--- src/rtl/seg7_scan_driver.sv ---
// Time-multiplexed common-anode 7-segment scan driver.
// Double-buffered display contents commit only at frame wrap, so a frame never tears.
module seg7_scan_driver #(
   parameter int unsigned NUM_DIGITS  = 4,
   parameter int unsigned REFRESH_DIV = 50000,
   parameter int unsigned GUARD       = 2
) (
   input  logic                    clk,
   input  logic                    rst_n,
   input  logic [4*NUM_DIGITS-1:0] data_in,
   input  logic [NUM_DIGITS-1:0]   dp_in,
   input  logic [NUM_DIGITS-1:0]   blank_in,
   input  logic                    load,
   input  logic                    lz_suppress,
   output logic [6:0]              seg,
   output logic                    dp,
   output logic [NUM_DIGITS-1:0]   an,
   output logic                    frame_done
);

   localparam int unsigned IDX_W = (NUM_DIGITS > 1) ? $clog2(NUM_DIGITS) : 1;
   localparam int unsigned CNT_W = (REFRESH_DIV > 1) ? $clog2(REFRESH_DIV) : 1;
   localparam int unsigned DW    = 4 * NUM_DIGITS;

   logic [CNT_W-1:0]      div_cnt;
   logic [IDX_W-1:0]      idx;
   logic [DW-1:0]         data_act, data_sh;
   logic [NUM_DIGITS-1:0] dp_act, dp_sh;
   logic [NUM_DIGITS-1:0] blank_act, blank_sh;
   logic                  pending;
   logic                  wrap_q;

   logic                  slot_end;
   logic                  frame_wrap;
   logic                  in_guard;
   logic [3:0]            cur_nib;
   logic                  cur_dp;
   logic                  cur_blank;
   logic                  upper_zero;
   logic                  zero_run;
   logic                  dark;
   logic [NUM_DIGITS-1:0] an_sel;

   // Active-high abcdefg glyph for one hex nibble
   function automatic logic [6:0] glyph(input logic [3:0] n);
      case (n)
         4'h0: glyph = 7'h7E;
         4'h1: glyph = 7'h30;
         4'h2: glyph = 7'h6D;
         4'h3: glyph = 7'h79;
         4'h4: glyph = 7'h33;
         4'h5: glyph = 7'h5B;
         4'h6: glyph = 7'h5F;
         4'h7: glyph = 7'h70;
         4'h8: glyph = 7'h7F;
         4'h9: glyph = 7'h7B;
         4'hA: glyph = 7'h7D;
         4'hB: glyph = 7'h1F;
         4'hC: glyph = 7'h4E;
         4'hD: glyph = 7'h3D;
         4'hE: glyph = 7'h6F;
         default: glyph = 7'h47;
      endcase
   endfunction

   assign slot_end   = (div_cnt == CNT_W'(REFRESH_DIV - 1));
   assign frame_wrap = slot_end && (idx == IDX_W'(NUM_DIGITS - 1));
   assign in_guard   = (32'(div_cnt) < GUARD);

   // Slot divider and digit index; index wraps together with the last slot
   always_ff @(posedge clk or negedge rst_n) begin
      if (!rst_n) begin
         div_cnt <= '0;
         idx     <= '0;
      end else if (slot_end) begin
         div_cnt <= '0;
         idx     <= frame_wrap ? '0 : idx + 1'b1;
      end else begin
         div_cnt <= div_cnt + 1'b1;
      end
   end

   // Shadow capture and frame-boundary commit; a load on the wrap cycle bypasses the shadow
   always_ff @(posedge clk or negedge rst_n) begin
      if (!rst_n) begin
         data_act  <= '0;
         dp_act    <= '0;
         blank_act <= '0;
         data_sh   <= '0;
         dp_sh     <= '0;
         blank_sh  <= '0;
         pending   <= 1'b0;
      end else if (frame_wrap) begin
         if (load) begin
            data_act  <= data_in;
            dp_act    <= dp_in;
            blank_act <= blank_in;
         end else if (pending) begin
            data_act  <= data_sh;
            dp_act    <= dp_sh;
            blank_act <= blank_sh;
         end
         pending <= 1'b0;
      end else if (load) begin
         data_sh  <= data_in;
         dp_sh    <= dp_in;
         blank_sh <= blank_in;
         pending  <= 1'b1;
      end
   end

   // Select the scanned digit and track whether it and every digit above it is zero
   always_comb begin
      cur_nib    = 4'h0;
      cur_dp     = 1'b0;
      cur_blank  = 1'b0;
      upper_zero = 1'b0;
      zero_run   = 1'b1;
      an_sel     = '1;
      for (int k = NUM_DIGITS - 1; k >= 0; k--) begin
         zero_run = zero_run & (data_act[4*k +: 4] == 4'h0);
         if (idx == IDX_W'(k)) begin
            cur_nib    = data_act[4*k +: 4];
            cur_dp     = dp_act[k];
            cur_blank  = blank_act[k];
            upper_zero = zero_run;
            an_sel[k]  = 1'b0;
         end
      end
   end

   // Digit 0 is never suppressed so a zero value still shows "0"
   assign dark = cur_blank | (lz_suppress & (idx != '0) & upper_zero);

   // Registered pin drive; guard cycles keep every anode off to avoid ghosting
   always_ff @(posedge clk or negedge rst_n) begin
      if (!rst_n) begin
         seg        <= 7'h7F;
         dp         <= 1'b1;
         an         <= '1;
         wrap_q     <= 1'b0;
         frame_done <= 1'b0;
      end else begin
         wrap_q     <= frame_wrap;
         frame_done <= wrap_q;
         if (in_guard) begin
            seg <= 7'h7F;
            dp  <= 1'b1;
            an  <= '1;
         end else begin
            an  <= an_sel;
            seg <= dark ? 7'h7F : ~glyph(cur_nib);
            dp  <= dark | ~cur_dp;
         end
      end
   end

endmodule
--- config.mk ---
export PLATFORM = sky130hd
export DESIGN_NAME = seg7_scan_driver
export DESIGN_NICKNAME = d
export VERILOG_FILES = /design/src/rtl/seg7_scan_driver.sv
export SDC_FILE = /design/constraint.sdc
export NUM_CORES = 1
export LEC_CHECK = 0
export CAP_MARGIN = 10
export CORE_MARGIN = 8
export CORE_UTILIZATION = 25
export DETAILED_ROUTE_END_ITERATION = 8
export GPL_ROUTABILITY_DRIVEN = 0
export PLACE_DENSITY_LB_ADDON = 0.05
export SLEW_MARGIN = 20
export SYNTH_ARGS = -nofsm -noshare
export SYNTH_HDL_FRONTEND = slang
export SYNTH_SLANG_ARGS = --single-unit
--- constraint.sdc ---
create_clock -name clk -period 2.6 [get_ports clk]
set_input_delay 0.52 -clock clk [delete_from_list [all_inputs] [get_ports clk]]
set_output_delay 0.52 -clock clk [all_outputs]
set_load 0.005 [all_outputs]
==> results.cfg, run 1 <==
[status]
status = finished, final reports clean

[logic_synthesis]
synth_seq_cells = 81
syn_avg_cell_area_um2 = 12.6
netlist_instances = 323
synth.top_cell.area_share = 0.425
synth-async-reset-ratio = 1.00
seq_area_frac_synth = 0.503
synth-main-ff-cell = dfrtp_1
synth_cell_type_count = 49
syn-num-nets = 362
yosysWarnings = 0
syn_area_um2 = 4060
synth_area_leaders = dfrtp_1, mux2_2, dfstp_2
synth_edf_count = 0
yosys.area.top_type = dfrtp_1
synth_most_common_cell = dfrtp_1
synth_commonest_cells = dfrtp_1, mux2_2, nand2_1

[clock_tree]
cts_root_buffer = clkbuf_16
htreeDepth = 3
clk_pin_slew_ns = 0.06
worstSkewPairLatency_ns = 0.34
numCtsBuffers = 9
cts_setup_buffers = 0
cts_tree = yes
clock_path_buffers = 2
cts.sinks = 81

[floorplan]
die_h_um = 143
start_util = 0.256
io_pins = 41
die-area_um2 = 20600
fp-row-count = 46
die_w_um = 143
coreArea_um2 = 15900

[global_route]
first_global_vias = 2827
grt.overflow.total = 0
grt.total_usage = 0.0984
grt_max_degree = 60
antenna_found_initial = 0
grt_pass1_wl_um = 15400

[pwr]
p_per_area_nw_per_um2 = 549
ir_worst_vdd_mv = 0.330
leakagePower_nw = 2.28

[routing]
drc = 0
drt.antenna.violating_nets = 0
dr.pass1.iters = 4
drt_wl_total_um = 9250
wl_per_cell_um = 15.7
route.vias.total = 2616
drtIter0Drc = 140
viasPerCell = 4.44

[layout]
areaGrowthSynthToFinish_pct = 24.0
drive_gt1_frac = 0.265
nNetsFinal = 407
n_antenna_cell = 0
fill_cells = 1649

[sta]
rsz0062_at_grt = no
setup_slack_ns = 0.264
period_share = 0.898
timing.slew.headroom = 0.693
period_needed_ns = 2.34
fmax_ghz = 0.428
setup_violations = 0
finalSetupTns_ns = 0
slew_violations = 0
hold_viol_final = 0
tightest_slew_ns = 0.460
finClkSkew_ns = 0.00728

[worst_setup_path]
cp_data_required_time_ns = 2.85
worstSetupEndpointType = register
regToRegStartpoint = idx[0]
cp.arrival_ns = 2.58
worstPathMaxFanout = 5
path_class = reg2reg
r2r_end = seg[6]
reg2reg_setup_slack_ns = 0.26
worst_setup_path_start_kind = register
rr_worst_depth = 10

[placement]
hpwlAfterDp_um = 6610
dp_slack_ns = 0.192
port_buffers = 40

[hold_path]
hp-class = in2async

[run]
cap_violations = 0
through the flow:
step	total power, mW	cells	hold slack [ns]	area [um^2]	utilization
5_1_grt	2.88	589	0.0921	5030	0.317
2_1_floorplan	1.45	323	0.224	4060	-
3_3_place_gp	1.55	573	0.338	4740	0.298
4_1_cts	2.83	589	0.0771	5030	0.316
6_report	2.76	589	0.0783	5030	0.317
3_5_place_dp	1.55	573	0.359	4740	0.298
cell usage in the layout (no fill, tap or decap), drive strengths merged, types with 10 or more instances in the layout:
cell type and n:
dfstp 12, clkdlybuf4s50 39, mux2 70, buf 10, nand3 10, dfrtp 69
nand2 22, ha 11, nor2 19
kinds of logic (layout without fill, tap and decap cells):
kind of cell / after synthesis / count (layout) / synth area share
and+or+nand+nor: 83 / 83 / 0.115
DFF: 81 / 81 / 0.503
AOI/OAI and AO/OA: 36 / 36 / 0.0647
buffers and inverters: 24 / 74 / 0.0305
xor gates and xnor gates: 13 / 13 / 0.0280
adders and majority gates: 11 / 11 / 0.0339
muxes: 75 / 75 / 0.225
metal layers:
metal	vias up	GRT usage	part of all wire
li1	1258	-	-
met5	-	0	0
met3	12	0.0246	0.036
met2	45	0.138	0.41
met4	0	0.0481	0.021
met1	1301	0.137	0.53
critical path: stages (launching register included):
cell and delay [ns]:
dfrtp_1 0.39, inv_1 0.09, ha_1 0.25, nor2b_2 0.21, a22oi_1 0.12, a221oi_1 0.31, buf_4 0.19, inv_1 0.07
ha_1 0.25, nor3b_1 0.24, o31ai_1 0.12
registers in the layout, indices dropped and copies added, names as in the netlist, 4 cells and up:
name       count
blank_act      4
dp_sh          4
data_sh       16
div_cnt       16
dp_act         4
blank_sh       4
seg            7
an             4
data_act      16
where the power goes:
group	internal (mW)	switching, mW
clock	0.733	0.509
combinational	0.128	0.0766
sequential	1.30	0.0177
timing repair:
| item | in CTS | in global routing |
|---|---|---|
| hold buffers | 0 | 0 |
| gates resized for setup | 0 | 3 |
| endpoints found under the hold margin | 0 | 0 |
| endpoints found under the setup margin | 0 | 5 |
cell type report:
| class | count | area (um^2) | share of cell area |
|---|---|---|---|
| Timing Repair Buffer | 49 | 490 | 0.0974 |
| Inverter | 9 | 33.8 | 0.00671 |
| Clock inverter | 7 | 61.3 | 0.0122 |
| Tap cell | 216 | 270 | 0.0537 |
| Sequential cell | 81 | 2040 | 0.406 |
| Clock buffer | 9 | 225 | 0.0447 |
| Multi-Input combinational cell | 218 | 1910 | 0.380 |
worst max path at each step:
stage	startpoint	end	slack [ns]	cells after the start
3_5_place_dp	idx[0]	seg[5]	0.19	9
4_1_cts	idx[0]	seg[5]	0.18	9
6_report	idx[0]	seg[6]	0.26	10
2_1_floorplan	idx[0]	seg[1]	0.26	9
3_3_place_gp	idx[0]	seg[6]	0.27	10
5_1_grt	idx[0]	seg[6]	0.002	10
No activity file was read; power rests on OpenSTA's default activity.
==> run 2, diff against run 1 <==
--- a/config.mk
+++ b/config.mk
@@ -8,9 +8,10 @@
 export CAP_MARGIN = 10
 export CORE_MARGIN = 8
 export CORE_UTILIZATION = 25
+export CTS_CLUSTER_DIAMETER = 80
 export DETAILED_ROUTE_END_ITERATION = 8
 export GPL_ROUTABILITY_DRIVEN = 0
-export PLACE_DENSITY_LB_ADDON = 0.05
+export PLACE_DENSITY = 0.53
 export SLEW_MARGIN = 20
 export SYNTH_ARGS = -nofsm -noshare
 export SYNTH_HDL_FRONTEND = slang
==> constraint.sdc (replaced) <==
create_clock -name clk -period 2.3 [get_ports clk]
set_input_delay 0.46 -clock clk [delete_from_list [all_inputs] [get_ports clk]]
set_output_delay 0.46 -clock clk [all_outputs]
set_load 0.005 [all_outputs]
==> run 2 against run 1 <==
Clock skew is 0.0018 ns higher. Largest power group is now the clock network. Sequential cell count did not move. Power rose by 22%. Sequential share of layout area decreased by 1.4 points. Fmax rose by 7.6%. Critical endpoint is now seg[1].
==> results.cfg, run 2 (synthesized netlist as in run 1, its figures left out) <==
[layout]
reg.largest.list = data_act x16, data_sh x16, div_cnt x16
n_antenna_cell = 0
layout_common_cells = dfrtp_1, clkdlybuf4s50_1, mux2_2
areaGrowthSynthToFinish_pct = 28.5
drive_gt1_frac = 0.310
nNetsFinal = 418
final_common_cell = dfrtp_1

[global_route]
grt.total_usage = 0.0904
first_global_vias = 2825
grt_max_degree = 44
antenna_found_initial = 0
grt_pass1_wl_um = 14400
grt.overflow.total = 0

[worst_setup_path]
cp_data_required_time_ns = 2.55
r2r_end = seg[1]
worstSetupEndpointType = register
rr_worst_depth = 10
worst_setup_path_start_kind = register
worstPathMaxFanout = 11
reg2reg_setup_slack_ns = 0.13
path_class = reg2reg
regToRegStartpoint = idx[0]
cp.arrival_ns = 2.42

[sta]
setup_violations = 0
period_share = 0.943
finalSetupTns_ns = 0
slew_violations = 0
fmax_ghz = 0.461
rsz0062_at_grt = no
tightest_slew_ns = 0.916
timing.slew.headroom = 0.386
period_needed_ns = 2.17
hold_viol_final = 0
finClkSkew_ns = 0.00905

[floorplan]
io_pins = 41
start_util = 0.256
die-area_um2 = 20600
die_h_um = 143
coreArea_um2 = 15900
fp-row-count = 46
die_w_um = 143

[pwr]
ir_worst_vdd_mv = 0.328
leakagePower_nw = 2.37
finalPower_mw = 3.37
p_per_area_nw_per_um2 = 646

[routing]
viasPerCell = 4.36
route.vias.total = 2617
drtIter0Drc = 135
drt_wl_total_um = 8730
drt.antenna.violating_nets = 0
dr.pass1.iters = 4
wl_per_cell_um = 14.5
drc = 0

[clock_tree]
cts.sinks = 81
cts_tree = yes
clock_path_buffers = 2
htreeDepth = 3
clk_pin_slew_ns = 0.06
cts_root_buffer = clkbuf_16
worstSkewPairLatency_ns = 0.34
numCtsBuffers = 9

[hold_path]
hp-class = in2async

[run]
cap_violations = 0

[placement]
port_buffers = 40
hpwlAfterDp_um = 6150

[status]
status = finished, final reports clean
-- run 2: cell types whose count changed in the layout (fill, tap and decap cells not counted), moves of 2 or more --
| cell | change |
|---|---|
| clkinv_2 | -3 |
| ha_1 | -3 |
| buf_4 | +10 |
| ha_2 | +3 |
| bufinv_16 | +2 |
-- run 2: stage by stage --
stage / setup slack [ns] / cell area (um^2) / util / std cells / hold WS [ns]
floorplan: 0.109 / 4070 / - / 323 / 0.164
global placement: -0.0579 / 4800 / 0.302 / 582 / 0.339
detailed placement: -0.118 / 4800 / 0.302 / 582 / 0.346
CTS: 0.0409 / 5160 / 0.325 / 599 / 0.129
global route: 0.0214 / 5220 / 0.329 / 600 / 0.155
finish: 0.130 / 5220 / 0.329 / 600 / 0.111
-- run 2: power by group --
| part | total (mW) | internal [mW] | switching [mW] |
|---|---|---|---|
| logic | 0.224 | 0.141 | 0.0830 |
| registers | 1.49 | 1.47 | 0.0211 |
| clock network | 1.66 | 1.09 | 0.571 |
-- run 2: worst max path at each step --
stage | to | cells after the start | start
finish | seg[1] | 10 | idx[0]
global route | seg[1] | 10 | idx[0]
CTS | blank_sh[2] | 4 | idx[0]
detailed placement | blank_sh[2] | 3 | load
global placement | seg[1] | 9 | idx[0]
floorplan | seg[1] | 9 | idx[0]
-- run 2: what timing repair did --
| action | CTS | global route |
|---|---|---|
| pin swaps | 1 | 1 |
| hold buffers | 0 | 0 |
| gates cloned | 0 | 1 |
| gates resized for setup | 2 | 11 |
| buffers inserted | 1 | 0 |
| setup endpoints to repair | 4 | 24 |
-- run 2: final cells by class --
type	instances	area [um^2]
multi-input combinational	219	1970
inverter	9	33.8
fill	1637	10700
clock buffer	11	243
clock inverter	5	103
timing repair buffer	59	557
tap	216	270
sequential	81	2040
-- run 2: metal layers --
metal  wire, um  global-route usage
met5          0                   0
met1       4190               0.113
met4        169              0.0421
met3        316              0.0272
met2       4050               0.141
-- run 2: worst max-delay path, stage by stage (launching register included) --
cell and delay [ns]:
dfrtp_1 0.41, inv_1 0.11, ha_2 0.23, buf_6 0.15, a22oi_1 0.11, a221oi_2 0.22
buf_4 0.17, ha_2 0.22, nor3_2 0.07, a211o_1 0.27, o211ai_1 0.11
==> edit, RTL diff (flow settings as in run 2) <==
`NUM_DIGITS`: 4 -> 8.
--- a/src/rtl/seg7_scan_driver.sv
+++ b/src/rtl/seg7_scan_driver.sv
@@ -1,7 +1,7 @@
 // Time-multiplexed common-anode 7-segment scan driver.
 // Double-buffered display contents commit only at frame wrap, so a frame never tears.
 module seg7_scan_driver #(
-   parameter int unsigned NUM_DIGITS  = 4,
+   parameter int unsigned NUM_DIGITS  = 8,
    parameter int unsigned REFRESH_DIV = 50000,
    parameter int unsigned GUARD       = 2
 ) (
Ports: changed (resized an, blank_in, data_in and dp_in); port bits go from 41 to 69. The function was not compared with the original's and may differ.
==> edit against run 2 <==
  * The flow now finishes with violations (setup timing)
  * Worst setup slack got worse by 0.30 ns
  * Clock power increased by 60%
  * Power increased by 76%
  * Sequential share of layout area decreased by 1.7 points
  * Sequential power increased by 77%
  * Sequential cell count increased by 53
  * Combinational power increased to 3.0 times the old value
  * Die area increased by 54%
  * Fmax decreased by 12%
  * Utilization increased by 1.9 points
  * Routed wire length increased by 100%
  * Critical path depth increased by 1
  * Area after synthesis increased by 61%
  * Design area increased by 73%
  * Critical endpoint unchanged
  * Largest cell class unchanged
==> edit: results (changes against run 2) <==
<table>
<tr><th>Metric</th><th>Value</th></tr>
<tr><th colspan="2">STA</th></tr>
<tr><td>Hold WS</td><td>0.0132 ns (-0.0980 ns)</td></tr>
<tr><td>Total negative slack</td><td>-0.656 ns (-0.656 ns)</td></tr>
<tr><td>Final setup violation count</td><td>8 (+8)</td></tr>
<tr><td>Post-layout worst setup margin</td><td>-0.170 ns (-0.300 ns)</td></tr>
<tr><th colspan="2">Routing</th></tr>
<tr><td>DR iter-0 viols</td><td>393 (+190%)</td></tr>
<tr><td>Overall via count from detail_route</td><td>4,901 (+87%)</td></tr>
<tr><th colspan="2">Worst setup path</th></tr>
<tr><td>Crit Path Max Fanout</td><td>8 (-3)</td></tr>
<tr><td>Data arrival, critical path</td><td>2.82 ns (+0.40 ns)</td></tr>
<tr><td>Depth of the worst register-to-register path</td><td>11 (+1)</td></tr>
<tr><td>Biggest cell delay along the critical path</td><td>0.46 ns (+0.05 ns)</td></tr>
<tr><th colspan="2">Synth</th></tr>
<tr><td>Post-Synthesis Mean Instance Area</td><td>11.1 um2 (-12%)</td></tr>
<tr><td>Synthesized Nets</td><td>655 (+81%)</td></tr>
<tr><th colspan="2">Power</th></tr>
<tr><td>Cell-internal power</td><td>0.00452 W (+68%)</td></tr>
<tr><td>Comb power</td><td>0.000662 W (+200%)</td></tr>
<tr><td>Part of the power in the clock network</td><td>0.447 (-0.045)</td></tr>
<tr><th colspan="2">CTS</th></tr>
<tr><td>Number of buffers inserted during clock tree synthesis</td><td>17 (+8)</td></tr>
<tr><th colspan="2">Layout</th></tr>
<tr><td>Registers with the highest flip-flop counts</td><td>data_act (32), data_sh (32), div_cnt (16)</td></tr>
<tr><td>Layout cell share with drive strength beyond 1</td><td>0.304 (-0.00632)</td></tr>
<tr><td>Total area of sequential cells</td><td>0.00338 mm2 (+65%)</td></tr>
<tr><td>Net count reported at finish</td><td>780 (+87%)</td></tr>
<tr><td>FILL cells</td><td>2,595 (+59%)</td></tr>
<tr><td>Post-route insts no fill</td><td>1,063 (+77%)</td></tr>
<tr><th colspan="2">Placed design</th></tr>
<tr><td>Cell area after placement</td><td>0.00807 mm2 (+68%)</td></tr>
<tr><td>Placed insts</td><td>1,017 (+75%)</td></tr>
<tr><td>Detailed Place HPWL</td><td>12,300 um (+100%)</td></tr>
<tr><th colspan="2">Global routing</th></tr>
<tr><td>Via count of the first global-routing pass</td><td>4,958 (+76%)</td></tr>
<tr><th colspan="2">Status</th></tr>
<tr><td>Run status</td><td>finished, violations left</td></tr>
<tr><td>Violated checks</td><td>setup timing</td></tr>
</table>
[edit: layer usage]
| metal | up-vias | part of all wire | track usage |
|---|---|---|---|
| met5 | - | 0 | 0 |
| met3 | 13 | 0.033 | 0.0260 |
| li1 | 2361 | - | - |
| met4 | 0 | 0.012 | 0.0361 |
| met2 | 96 | 0.47 | 0.166 |
| met1 | 2431 | 0.49 | 0.153 |
[edit: cells by family after synthesis]
| family | Yosys count | synth area share |
|---|---|---|
| flip-flops | 134 | 0.515 |
| buffers and inverters | 47 | 0.0363 |
| multiplexers | 100 | 0.174 |
| AO/OA/AOI/OAI | 124 | 0.115 |
| AND/OR/NAND/NOR | 158 | 0.117 |
| XOR/XNOR | 14 | 0.0187 |
| adder cells (fa/ha/maj) | 13 | 0.0248 |
[edit: cell type report]
cell class	count	area share
Tap cell	335	0.0465
Sequential cell	134	0.375
Clock inverter	12	0.0144
Clock buffer	20	0.0496
Multi-Input combinational cell	409	0.356
Timing Repair Buffer	141	0.154
Inverter	12	0.00555
